[src/rtl/jk_cmd_sequencer_pkg.sv]
// ---------------------------------------------------------------------------
// jk_pkg: shared types for the JK command sequencer.
//   - jk_op_e    : command opcodes (HOLD/SET/CLR/TOG)
//   - jk_state_e : sequencer FSM states
//   - jk_cmd_t   : one queued command {op, len}
//   - jk_enc()   : opcode to {j, k} excitation
// ---------------------------------------------------------------------------
package jk_pkg;

    // Width of the repeat-length field carried in jk_cmd_t. The sequencer's
    // LEN_W parameter defaults to this and must stay equal to it.
    localparam int unsigned CMD_LEN_W = 4;

    typedef enum logic [1:0] {
        OP_HOLD = 2'd0,
        OP_SET  = 2'd1,
        OP_CLR  = 2'd2,
        OP_TOG  = 2'd3
    } jk_op_e;

    typedef enum logic [1:0] {
        StIdle,
        StLoad,
        StDrive,
        StCheck
    } jk_state_e;

    typedef struct packed {
        jk_op_e               op;
        logic [CMD_LEN_W-1:0] len;
    } jk_cmd_t;

    // Returns {j, k}.
    function automatic logic [1:0] jk_enc(input jk_op_e op);
        logic [1:0] enc;
        unique case (op)
            OP_HOLD: enc = 2'b00;
            OP_SET:  enc = 2'b10;
            OP_CLR:  enc = 2'b01;
            OP_TOG:  enc = 2'b11;
            default: enc = 2'b00;
        endcase
        return enc;
    endfunction

endpackage

[src/rtl/jk_cmd_sequencer_if.sv]
// ---------------------------------------------------------------------------
// jk_cmd_sequencer_if: command valid/ready channel into the sequencer.
//   cmd_valid : command offered (master -> slave)
//   cmd_ready : slave can accept (slave -> master)
//   cmd_op    : opcode, 0=HOLD 1=SET 2=CLR 3=TOG
//   cmd_len   : repeat count minus one
// ---------------------------------------------------------------------------
interface jk_cmd_sequencer_if
    import jk_pkg::*;
#(
    parameter int unsigned LEN_W = CMD_LEN_W
);
    logic             cmd_valid;
    logic             cmd_ready;
    logic [1:0]       cmd_op;
    logic [LEN_W-1:0] cmd_len;

    modport master (
        output cmd_valid,
        output cmd_op,
        output cmd_len,
        input  cmd_ready
    );

    modport slave (
        input  cmd_valid,
        input  cmd_op,
        input  cmd_len,
        output cmd_ready
    );
endinterface

[src/rtl/jk_cmd_sequencer_fifo.sv]
// ---------------------------------------------------------------------------
// jk_cmd_fifo: synchronous FIFO of jk_cmd_t entries.
//   clk, reset : clock, asynchronous active-low reset
//   i_push     : write i_wdata (ignored while full)
//   i_pop      : drop head entry (ignored while empty)
//   o_rdata    : head entry, valid while !o_empty
//   o_full, o_empty, o_count : occupancy status
// Pointers carry one extra MSB so full and empty are distinguishable and
// wrap by natural rollover.
// ---------------------------------------------------------------------------
module jk_cmd_fifo
    import jk_pkg::*;
#(
    parameter int unsigned DEPTH = 4
) (
    input  logic                     clk,
    input  logic                     reset,
    input  logic                     i_push,
    input  jk_cmd_t                  i_wdata,
    input  logic                     i_pop,
    output jk_cmd_t                  o_rdata,
    output logic                     o_full,
    output logic                     o_empty,
    output logic [$clog2(DEPTH):0]   o_count
);
    localparam int unsigned AW = $clog2(DEPTH);

    logic [AW:0] r_wr_ptr;
    logic [AW:0] r_rd_ptr;
    jk_cmd_t     r_mem [DEPTH];
    logic        w_do_push;
    logic        w_do_pop;

    assign o_empty   = (r_wr_ptr == r_rd_ptr);
    assign o_full    = (r_wr_ptr[AW] != r_rd_ptr[AW]) &&
                       (r_wr_ptr[AW-1:0] == r_rd_ptr[AW-1:0]);
    assign o_count   = r_wr_ptr - r_rd_ptr;
    assign o_rdata   = r_mem[r_rd_ptr[AW-1:0]];
    assign w_do_push = i_push && !o_full;
    assign w_do_pop  = i_pop && !o_empty;

    always_ff @(posedge clk or negedge reset) begin
        if (!reset) begin
            r_wr_ptr <= '0;
            r_rd_ptr <= '0;
        end else begin
            if (w_do_push) r_wr_ptr <= r_wr_ptr + 1'b1;
            if (w_do_pop)  r_rd_ptr <= r_rd_ptr + 1'b1;
        end
    end

    // Storage needs no reset: entries are only read between push and pop.
    always_ff @(posedge clk) begin
        if (w_do_push) r_mem[r_wr_ptr[AW-1:0]] <= i_wdata;
    end

endmodule

[src/rtl/jk_cmd_sequencer.sv]
// ---------------------------------------------------------------------------
// jk_cmd_sequencer: drives j/k excitation into a downstream JK flip-flop from
// a queue of {op, len} commands and checks the flip-flop's q afterwards.
//   clk, reset  : clock, asynchronous active-low reset
//   cmd_if      : command valid/ready channel (slave side)
//   q_fb        : q of the downstream flip-flop
//   j, k        : registered excitation, non-zero only in DRIVE
//   busy        : high in LOAD, DRIVE and CHECK
//   done        : one-cycle pulse in CHECK
//   err         : sticky q mismatch flag, cleared by err_clr (set wins)
//   fifo_count  : command FIFO occupancy
// ---------------------------------------------------------------------------
module jk_cmd_sequencer
    import jk_pkg::*;
#(
    parameter int unsigned DEPTH = 4,
    parameter int unsigned LEN_W = CMD_LEN_W
) (
    input  logic                   clk,
    input  logic                   reset,
    jk_cmd_sequencer_if.slave      cmd_if,
    input  logic                   q_fb,
    output logic                   j,
    output logic                   k,
    output logic                   busy,
    output logic                   done,
    output logic                   err,
    input  logic                   err_clr,
    output logic [$clog2(DEPTH):0] fifo_count
);
    jk_cmd_t    w_push_cmd;
    jk_cmd_t    w_head;
    logic       w_full;
    logic       w_empty;
    logic       w_pop;

    jk_state_e  r_state;
    jk_state_e  w_state_d;
    jk_op_e     r_op;
    logic [LEN_W-1:0] r_len;
    logic [LEN_W-1:0] r_cnt;
    logic [LEN_W-1:0] w_cnt_d;
    logic       r_q_start;
    logic       r_j;
    logic       r_k;
    logic       w_j_d;
    logic       w_k_d;
    logic       r_err;
    logic       w_check;
    logic       w_exp_q;
    logic       w_mismatch;

    assign w_push_cmd.op  = jk_op_e'(cmd_if.cmd_op);
    assign w_push_cmd.len = cmd_if.cmd_len;
    assign cmd_if.cmd_ready = !w_full;

    jk_cmd_fifo #(
        .DEPTH (DEPTH)
    ) u_fifo (
        .clk     (clk),
        .reset   (reset),
        .i_push  (cmd_if.cmd_valid),
        .i_wdata (w_push_cmd),
        .i_pop   (w_pop),
        .o_rdata (w_head),
        .o_full  (w_full),
        .o_empty (w_empty),
        .o_count (fifo_count)
    );

    always_ff @(posedge clk or negedge reset) begin
        if (!reset) r_state <= StIdle;
        else        r_state <= w_state_d;
    end

    always_comb begin
        w_state_d = r_state;
        w_pop     = 1'b0;
        w_cnt_d   = r_cnt;
        w_j_d     = r_j;
        w_k_d     = r_k;
        w_check   = 1'b0;
        unique case (r_state)
            StIdle: begin
                if (!w_empty) begin
                    w_pop     = 1'b1;
                    w_state_d = StLoad;
                end
            end
            StLoad: begin
                w_cnt_d        = r_len;
                {w_j_d, w_k_d} = jk_enc(r_op);
                w_state_d      = StDrive;
            end
            StDrive: begin
                // j/k drop on the same edge that enters CHECK, so the
                // flip-flop sees exactly len+1 excited edges.
                if (r_cnt == '0) begin
                    w_j_d     = 1'b0;
                    w_k_d     = 1'b0;
                    w_state_d = StCheck;
                end else begin
                    w_cnt_d = r_cnt - LEN_W'(1);
                end
            end
            StCheck: begin
                w_check   = 1'b1;
                w_state_d = StIdle;
            end
            default: w_state_d = StIdle;
        endcase
    end

    // Toggle flips q once per driven edge, i.e. len+1 times.
    always_comb begin
        w_exp_q = r_q_start;
        unique case (r_op)
            OP_HOLD: w_exp_q = r_q_start;
            OP_SET:  w_exp_q = 1'b1;
            OP_CLR:  w_exp_q = 1'b0;
            OP_TOG:  w_exp_q = r_q_start ^ ~r_len[0];
            default: w_exp_q = r_q_start;
        endcase
    end

    assign w_mismatch = w_check && (q_fb != w_exp_q);

    always_ff @(posedge clk or negedge reset) begin
        if (!reset) begin
            r_op      <= OP_HOLD;
            r_len     <= '0;
            r_q_start <= 1'b0;
            r_cnt     <= '0;
            r_j       <= 1'b0;
            r_k       <= 1'b0;
            r_err     <= 1'b0;
        end else begin
            if (w_pop) begin
                r_op      <= w_head.op;
                r_len     <= w_head.len;
                r_q_start <= q_fb;
            end
            r_cnt <= w_cnt_d;
            r_j   <= w_j_d;
            r_k   <= w_k_d;
            if (w_mismatch)   r_err <= 1'b1;
            else if (err_clr) r_err <= 1'b0;
        end
    end

    assign j    = r_j;
    assign k    = r_k;
    assign busy = (r_state != StIdle);
    assign done = (r_state == StCheck);
    assign err  = r_err;

endmodule

[src/flat_wrapper.sv]
// flat-port wrapper written by rule: the top's interface ports become plain ports
module jk_cmd_sequencer_flat import jk_pkg::*;
#(
    parameter int unsigned DEPTH = 4,
    parameter int unsigned LEN_W = CMD_LEN_W
)
  (clk, reset, q_fb, j, k, busy, done, err, err_clr, fifo_count, cmd_if_cmd_valid, cmd_if_cmd_op, cmd_if_cmd_len, cmd_if_cmd_ready);
  jk_cmd_sequencer_if #(.LEN_W(LEN_W)) cmd_if_i ();
  input  logic clk;
  input  logic reset;
  input  logic q_fb;
  output logic j;
  output logic k;
  output logic busy;
  output logic done;
  output logic err;
  input  logic err_clr;
  output logic [$clog2(DEPTH):0] fifo_count;
  input wire logic [$bits(cmd_if_i.cmd_valid)-1:0] cmd_if_cmd_valid;
  input wire logic [$bits(cmd_if_i.cmd_op)-1:0] cmd_if_cmd_op;
  input wire logic [$bits(cmd_if_i.cmd_len)-1:0] cmd_if_cmd_len;
  output wire logic [$bits(cmd_if_i.cmd_ready)-1:0] cmd_if_cmd_ready;
  assign cmd_if_i.cmd_valid = cmd_if_cmd_valid;
  assign cmd_if_i.cmd_op = cmd_if_cmd_op;
  assign cmd_if_i.cmd_len = cmd_if_cmd_len;
  assign cmd_if_cmd_ready = cmd_if_i.cmd_ready;
  jk_cmd_sequencer #(.DEPTH(DEPTH), .LEN_W(LEN_W)) u_core (.clk(clk), .reset(reset), .cmd_if(cmd_if_i), .q_fb(q_fb), .j(j), .k(k), .busy(busy), .done(done), .err(err), .err_clr(err_clr), .fifo_count(fifo_count));
endmodule
[config.mk]
export PLATFORM = sky130hd
export DESIGN_NAME = jk_cmd_sequencer_flat
export DESIGN_NICKNAME = d
export VERILOG_FILES = /design/src/rtl/jk_cmd_sequencer_pkg.sv /design/src/rtl/jk_cmd_sequencer_if.sv /design/src/rtl/jk_cmd_sequencer_fifo.sv /design/src/rtl/jk_cmd_sequencer.sv /design/src/flat_wrapper.sv
export SDC_FILE = /design/constraint.sdc
export NUM_CORES = 1
export LEC_CHECK = 0
export ABC_AREA = 1
export BUFFER_PORTS_ARGS = -buffer_cell sky130_fd_sc_hd__buf_2
export CAP_MARGIN = 20
export CORE_UTILIZATION = 40
export CTS_CLUSTER_DIAMETER = 50
export DETAILED_ROUTE_END_ITERATION = 6
export MAX_ROUTING_LAYER = met4
export PLACE_DENSITY = 0.54
export SYNTH_ARGS = -nofsm -noshare
export SYNTH_HDL_FRONTEND = slang
export SYNTH_SLANG_ARGS = --single-unit
[constraint.sdc]
create_clock -name clk -period 3.1 [get_ports clk]
set_input_delay 0.62 -clock clk [delete_from_list [all_inputs] [get_ports clk]]
set_output_delay 0.62 -clock clk [all_outputs]
set_load 0.02 [all_outputs]
# [Word level (Yosys, flattened, before mapping)]
# Memory sizes are Yosys's and may differ from the RTL's. A register that Yosys moved wholly into a read port is not among the register bits.
# Cells that the tools add are included.
# W data, S select, Z words.
[classes] addsub=4 eq_ne=13 muxes=17 n_bitwise=2 n_reduce_logical=16
[ops] operator="$pmux W2 S4" n=2
[ops] operator="$eq A2 B2 Y1 const B" n=4
[ops] operator="$mux W1" n=8
[ops] operator="$pmux W4 S2" n=1
[ops] operator="$add A3 B1 Y3 const B" n=2
[ops] operator="$reduce_and A2 Y1" n=3
[ops] operator="$reduce_bool A2 Y1" n=3
[ops] operator="$eq A2 B1 Y1 const B" n=2
[ops] operator="$logic_and A1 B1 Y1" n=4
[ops] operator="$logic_not A2 Y1" n=2
[ops] operator="$logic_not A4 Y1" n=1
[ops] operator="$mux W2" n=2
[ops] operator="$mux W4" n=1
[ops] operator="$ne A2 B2 Y1 const B" n=2
[ops] operator="$pmux W1 S2" n=2
[ops] operator="$pmux W1 S4" n=1
[ops] operator="$sub A4 B1 Y4 const B" n=1
[ops] operator="$eq A3 B3 Y1" n=1
[ops] operator="$logic_not A1 Y1" n=3
[ops] operator="$sub A3 B3 Y3" n=1
[ops] operator="$eq A2 B2 Y1" n=1
[ops] operator="$ne A1 B1 Y1" n=2
[ops] operator="$ne A2 B1 Y1 const B" n=1
[ops] operator="$not A1 Y1" n=1
[ops] operator="$xor A1 B1 Y1" n=1
[totals] reg_bits=16 ram_bits=24 output_inout_bits=9 n_memories=1
[memory_table] memory="u_core.u_fifo.r_mem" depth=4 word_bits=6 rd=1 rd_ports_with_merged_regs=1 write_ports=1 line="jk_cmd_sequencer_fifo.sv:30" text="jk_cmd_t r_mem [DEPTH];"

# [Logic depth before layout (Yosys ltp)]
[depth] depth_word=6 mapped_depth=9

# [Modules after synthesis]
# From an unflattened synthesis, not the netlist that was laid out.
[unflattened] cells_unflattened=226 area_unflattened_um2=2243.4
[modules_own_cells] module="jk_cmd_fifo" n_inst=1 cells_each=121 area_each_um2=1380.1 seq_area_each_um2=870.8
[modules_own_cells] module="jk_cmd_sequencer" n_inst=1 cells_each=105 area_each_um2=863.3 seq_area_each_um2=400.4

# [Worst setup path after synthesis]
# No wires, ideal clock.
[synth_path] path_kind="reg2out" from="register u_core.u_fifo.r_wr_ptr[0]" to="output fifo_count[2]" arrival_time_ns=1.489 required_time_ns=2.480 setup_slack_ns=0.991 stages_incl_launch_ff=5 path_cell_list="dfrtp_1 -> inv_1 -> ha_1 -> fa_1 -> xnor2_1"
[synth_between] elab_chain_cells=1
[synth_lines] element="start: declaration" line="jk_cmd_sequencer_fifo.sv:28" text="logic [AW:0] r_wr_ptr;"
[synth_lines] element="start signal: assignment" line="jk_cmd_sequencer_fifo.sv:47" text="if (w_do_push) r_wr_ptr <= r_wr_ptr + 1'b1;"
[synth_lines] element="$sub A3 B3 Y3" line="jk_cmd_sequencer_fifo.sv:37" text="assign o_count = r_wr_ptr - r_rd_ptr;"
[synth_lines] element="end: declaration" line="flat_wrapper.sv:18" text="output logic [$clog2(DEPTH):0] fifo_count;"
# No other way between the ends.

# [Final worst setup path]
[layout_path] from="register u_core.u_fifo.r_rd_ptr[0]" to="output fifo_count[2]"
[layout_between] elab_chain_cells=1
[layout_lines] element="start: declaration" line="jk_cmd_sequencer_fifo.sv:29" text="logic [AW:0] r_rd_ptr;"
[layout_lines] element="start signal: assignment" line="jk_cmd_sequencer_fifo.sv:48" text="if (w_do_pop) r_rd_ptr <= r_rd_ptr + 1'b1;"
[layout_lines] element="$sub A3 B3 Y3" line="jk_cmd_sequencer_fifo.sv:37"
# No other way between the ends.

==> flow_metrics.env <==
export IMPL_fin_crit_sh=0.800
export IMPL_r2r_cells=7
export IMPL_clk_pin_slew_ns=0.08
export IMPL_r2r_start="u_core.u_fifo.r_rd_ptr[1]$_DFFE_PN0P_"
export IMPL_crit_type="reg -> out"
export IMPL_status="completed"
export IMPL_start_util=0.425
export IMPL_fmax_ghz=0.403
export IMPL_pwr_density_cell_nw_per_um2=1070
export IMPL_endpoint_kind="output port"
export IMPL_tightest_slew_ns=0.515
export IMPL_setup_tns_ns=0
export IMPL_ys_flop_type="edfxtp_1"
export IMPL_synth_fp_nets=258
export IMPL_clock_latency_ns=0.30
export IMPL_synthMostInstantiatedCell="nand2_1"
export IMPL_synth_warnings=0
export IMPL_postCtsSetupBuffers=0
export IMPL_area_growth_pct=11.4
export IMPL_cts_hold_fix_buffers=0
export IMPL_p_total_mw=2.65
export IMPL_grt_max_degree=23
export IMPL_ys_ff_latch=46
export IMPL_track_usage=0.156
export IMPL_synth_area_sq_um=2230
export IMPL_arrival_ns=1.86
export IMPL_place_worst_setup_slack_ns=0.938
export IMPL_synth_distinct_cells=20
export IMPL_async_flop_share=0.478
export IMPL_place_hpwl_mm=3.04
export IMPL_drt_initial_drc_count=37
export IMPL_max_cap_viol_count=0
export IMPL_die_h_um=76.6
export IMPL_final_nets=281
export IMPL_rsz0062_at_grt="no"
export IMPL_core_sq_um=5240
export IMPL_worstHoldPathType="in -> async"
export IMPL_vias_per_cell=4.42
export IMPL_place_gp_congestion=0.770
export IMPL_ys_seq_area_frac=0.571
export IMPL_final_core_util=0.473
export IMPL_ir_worst_vdd_v=0.000407
export IMPL_synth_edf_count=24
export IMPL_htreeDepth=2
export IMPL_grt_first_pass_wirelength_mm=6.62
export IMPL_ios=20
export IMPL_fp_row_count=26
export IMPL_setup_viol=0
export IMPL_layout_drive_gt1_share=0.156
export IMPL_p_leak_nw=1.15
export IMPL_finalHoldViolations=0
export IMPL_synth_top_cell_area_share=0.324
export IMPL_synth_area_leaders="edfxtp_1, dfrtp_1, nand2_1, ha_1, nor2_1"
export IMPL_drtPass1Iterations=4
export IMPL_critPathMaxFanout=15
export IMPL_antenna_found_initial=0
export IMPL_cp_required_ns=2.48
export IMPL_ff2ff_setup_slack_ns=0.96
export IMPL_netlist_instances=233
export IMPL_antenna_left=0
export IMPL_syn_avg_cell_area_sq_um=9.55
export IMPL_drc_errors=0
export IMPL_tritoncts="done"
export IMPL_final_setup_skew_ns=0.00349
export IMPL_die_area_sq_um=5870
export IMPL_clkSinkCount=46
export IMPL_synth_common_cells="nand2_1, nor2_1, inv_1, edfxtp_1, dfrtp_1"
export IMPL_relSlewSlack=0.656
export IMPL_clockBufferDepth=2
export IMPL_cp_start_kind="register"
export IMPL_grt_pass1_vias=1424
export IMPL_cts_resized=0
export IMPL_final_max_slew_viol_count=0
export IMPL_antennaDiodeCount=0
export IMPL_cts_made_buffers=5
export IMPL_io_buffers=19
export IMPL_synth_top_area_cell="edfxtp_1"
export IMPL_drt_wl_total_mm=3.96
export IMPL_die_w_um=76.6
export IMPL_num_vias=1444
export IMPL_wl_per_cell_um=12.1
export IMPL_grt_overflow_total=0
export IMPL_r2r_end="u_core.u_fifo.r_mem[1][5]$_DFFE_PP_"
export IMPL_setup_slack_ns=0.620
export IMPL_cts_root_buf="clkbuf_8"
export IMPL_min_period_ns=2.48
[area by class of cell]
class	count	area, sq um
well taps	70	87.6
inverters	27	101
flip-flops and latches	46	1270
clock inverters	3	23.8
multi-input cells	157	832
fillers	531	2760
repair buffers	19	95.1
clock buffers	5	68.8
[worst max-delay path, cell delays in order, from the launching register on]
cell and delay (ns):
dfrtp_1 0.54, ha_1 0.28, fa_1 0.43, xnor2_1 0.15, buf_2 0.17
[power by group]
| group | leakage, nW | internal (mW) | switching, mW |
|---|---|---|---|
| combinational | 0.620 | 0.447 | 0.814 |
| clock | 0.0408 | 0.161 | 0.207 |
| sequential | 0.493 | 0.866 | 0.157 |
| total | 1.15 | 1.47 | 1.18 |
[per-stage QoR]
step	instance area, sq um	hold slack [ns]	cells
4_1_cts	2480	0.303	327
5_1_grt	2480	0.328	327
3_3_place_gp	2390	0.456	319
6_report	2480	0.288	327
2_1_floorplan	2230	0.324	233
3_5_place_dp	2390	0.457	319
[cells in the final DEF, fill, tap and decap left out, drive strengths merged]
master,count
inv,28
a21oi,2
xnor2,3
ha,13
clkinvlp,2
dfrtp,22
or2,1
clkbuf,5
edfxtp,24
nand2,68
buf,19
nand3,14
fa,1
nor2,30
o21ai,23
xor2,2
[flip-flops by register name, summed over array words and instances (netlist names)]
| name | cells |
|---|---|
| u_core.u_fifo.r_mem | 24 |
| u_core.r_cnt | 4 |
| u_core.r_len | 4 |
| u_core.u_fifo.r_rd_ptr | 3 |
| u_core.u_fifo.r_wr_ptr | 3 |
| u_core.r_op | 2 |
| u_core.r_state | 2 |
| u_core.err | 1 |
| u_core.j | 1 |
| u_core.k | 1 |
| u_core.r_q_start | 1 |
[metal layers]
metal  routed length, um  up-vias  global-route usage
li1                    -      789                   -
met1                1880      626               0.182
met5                   0        -                   -
met3                  98        9              0.0371
met4                 104        0              0.0788
met2                1870       20               0.251
[kinds of logic (layout without fill, tap and decap cells)]
logic type | count (synthesis) | in the layout | synth area share
compound gates | 25 | 25 | 0.0646
buf+inv | 30 | 54 | 0.0551
fa+ha+maj | 14 | 14 | 0.0821
xor+xnor | 5 | 5 | 0.0197
flops | 46 | 46 | 0.571
simple gates | 113 | 113 | 0.207
[worst max-delay path by stage]
stage | slack (ns) | start | end | cells after the start
after global placement | 0.93 | u_core.u_fifo.r_rd_ptr[0]$_DFFE_PN0P_ | fifo_count[2] | 4
after global routing | 0.46 | u_core.u_fifo.r_rd_ptr[0]$_DFFE_PN0P_ | fifo_count[2] | 4
after detailed placement | 0.94 | u_core.u_fifo.r_rd_ptr[0]$_DFFE_PN0P_ | fifo_count[2] | 4
after floorplan | 0.99 | u_core.u_fifo.r_wr_ptr[0]$_DFFE_PN0P_ | fifo_count[2] | 4
after CTS | 0.58 | u_core.u_fifo.r_rd_ptr[0]$_DFFE_PN0P_ | fifo_count[2] | 4
final | 0.62 | u_core.u_fifo.r_rd_ptr[0]$_DFFE_PN0P_ | fifo_count[2] | 4
No activity file was read; power rests on OpenSTA's default activity.
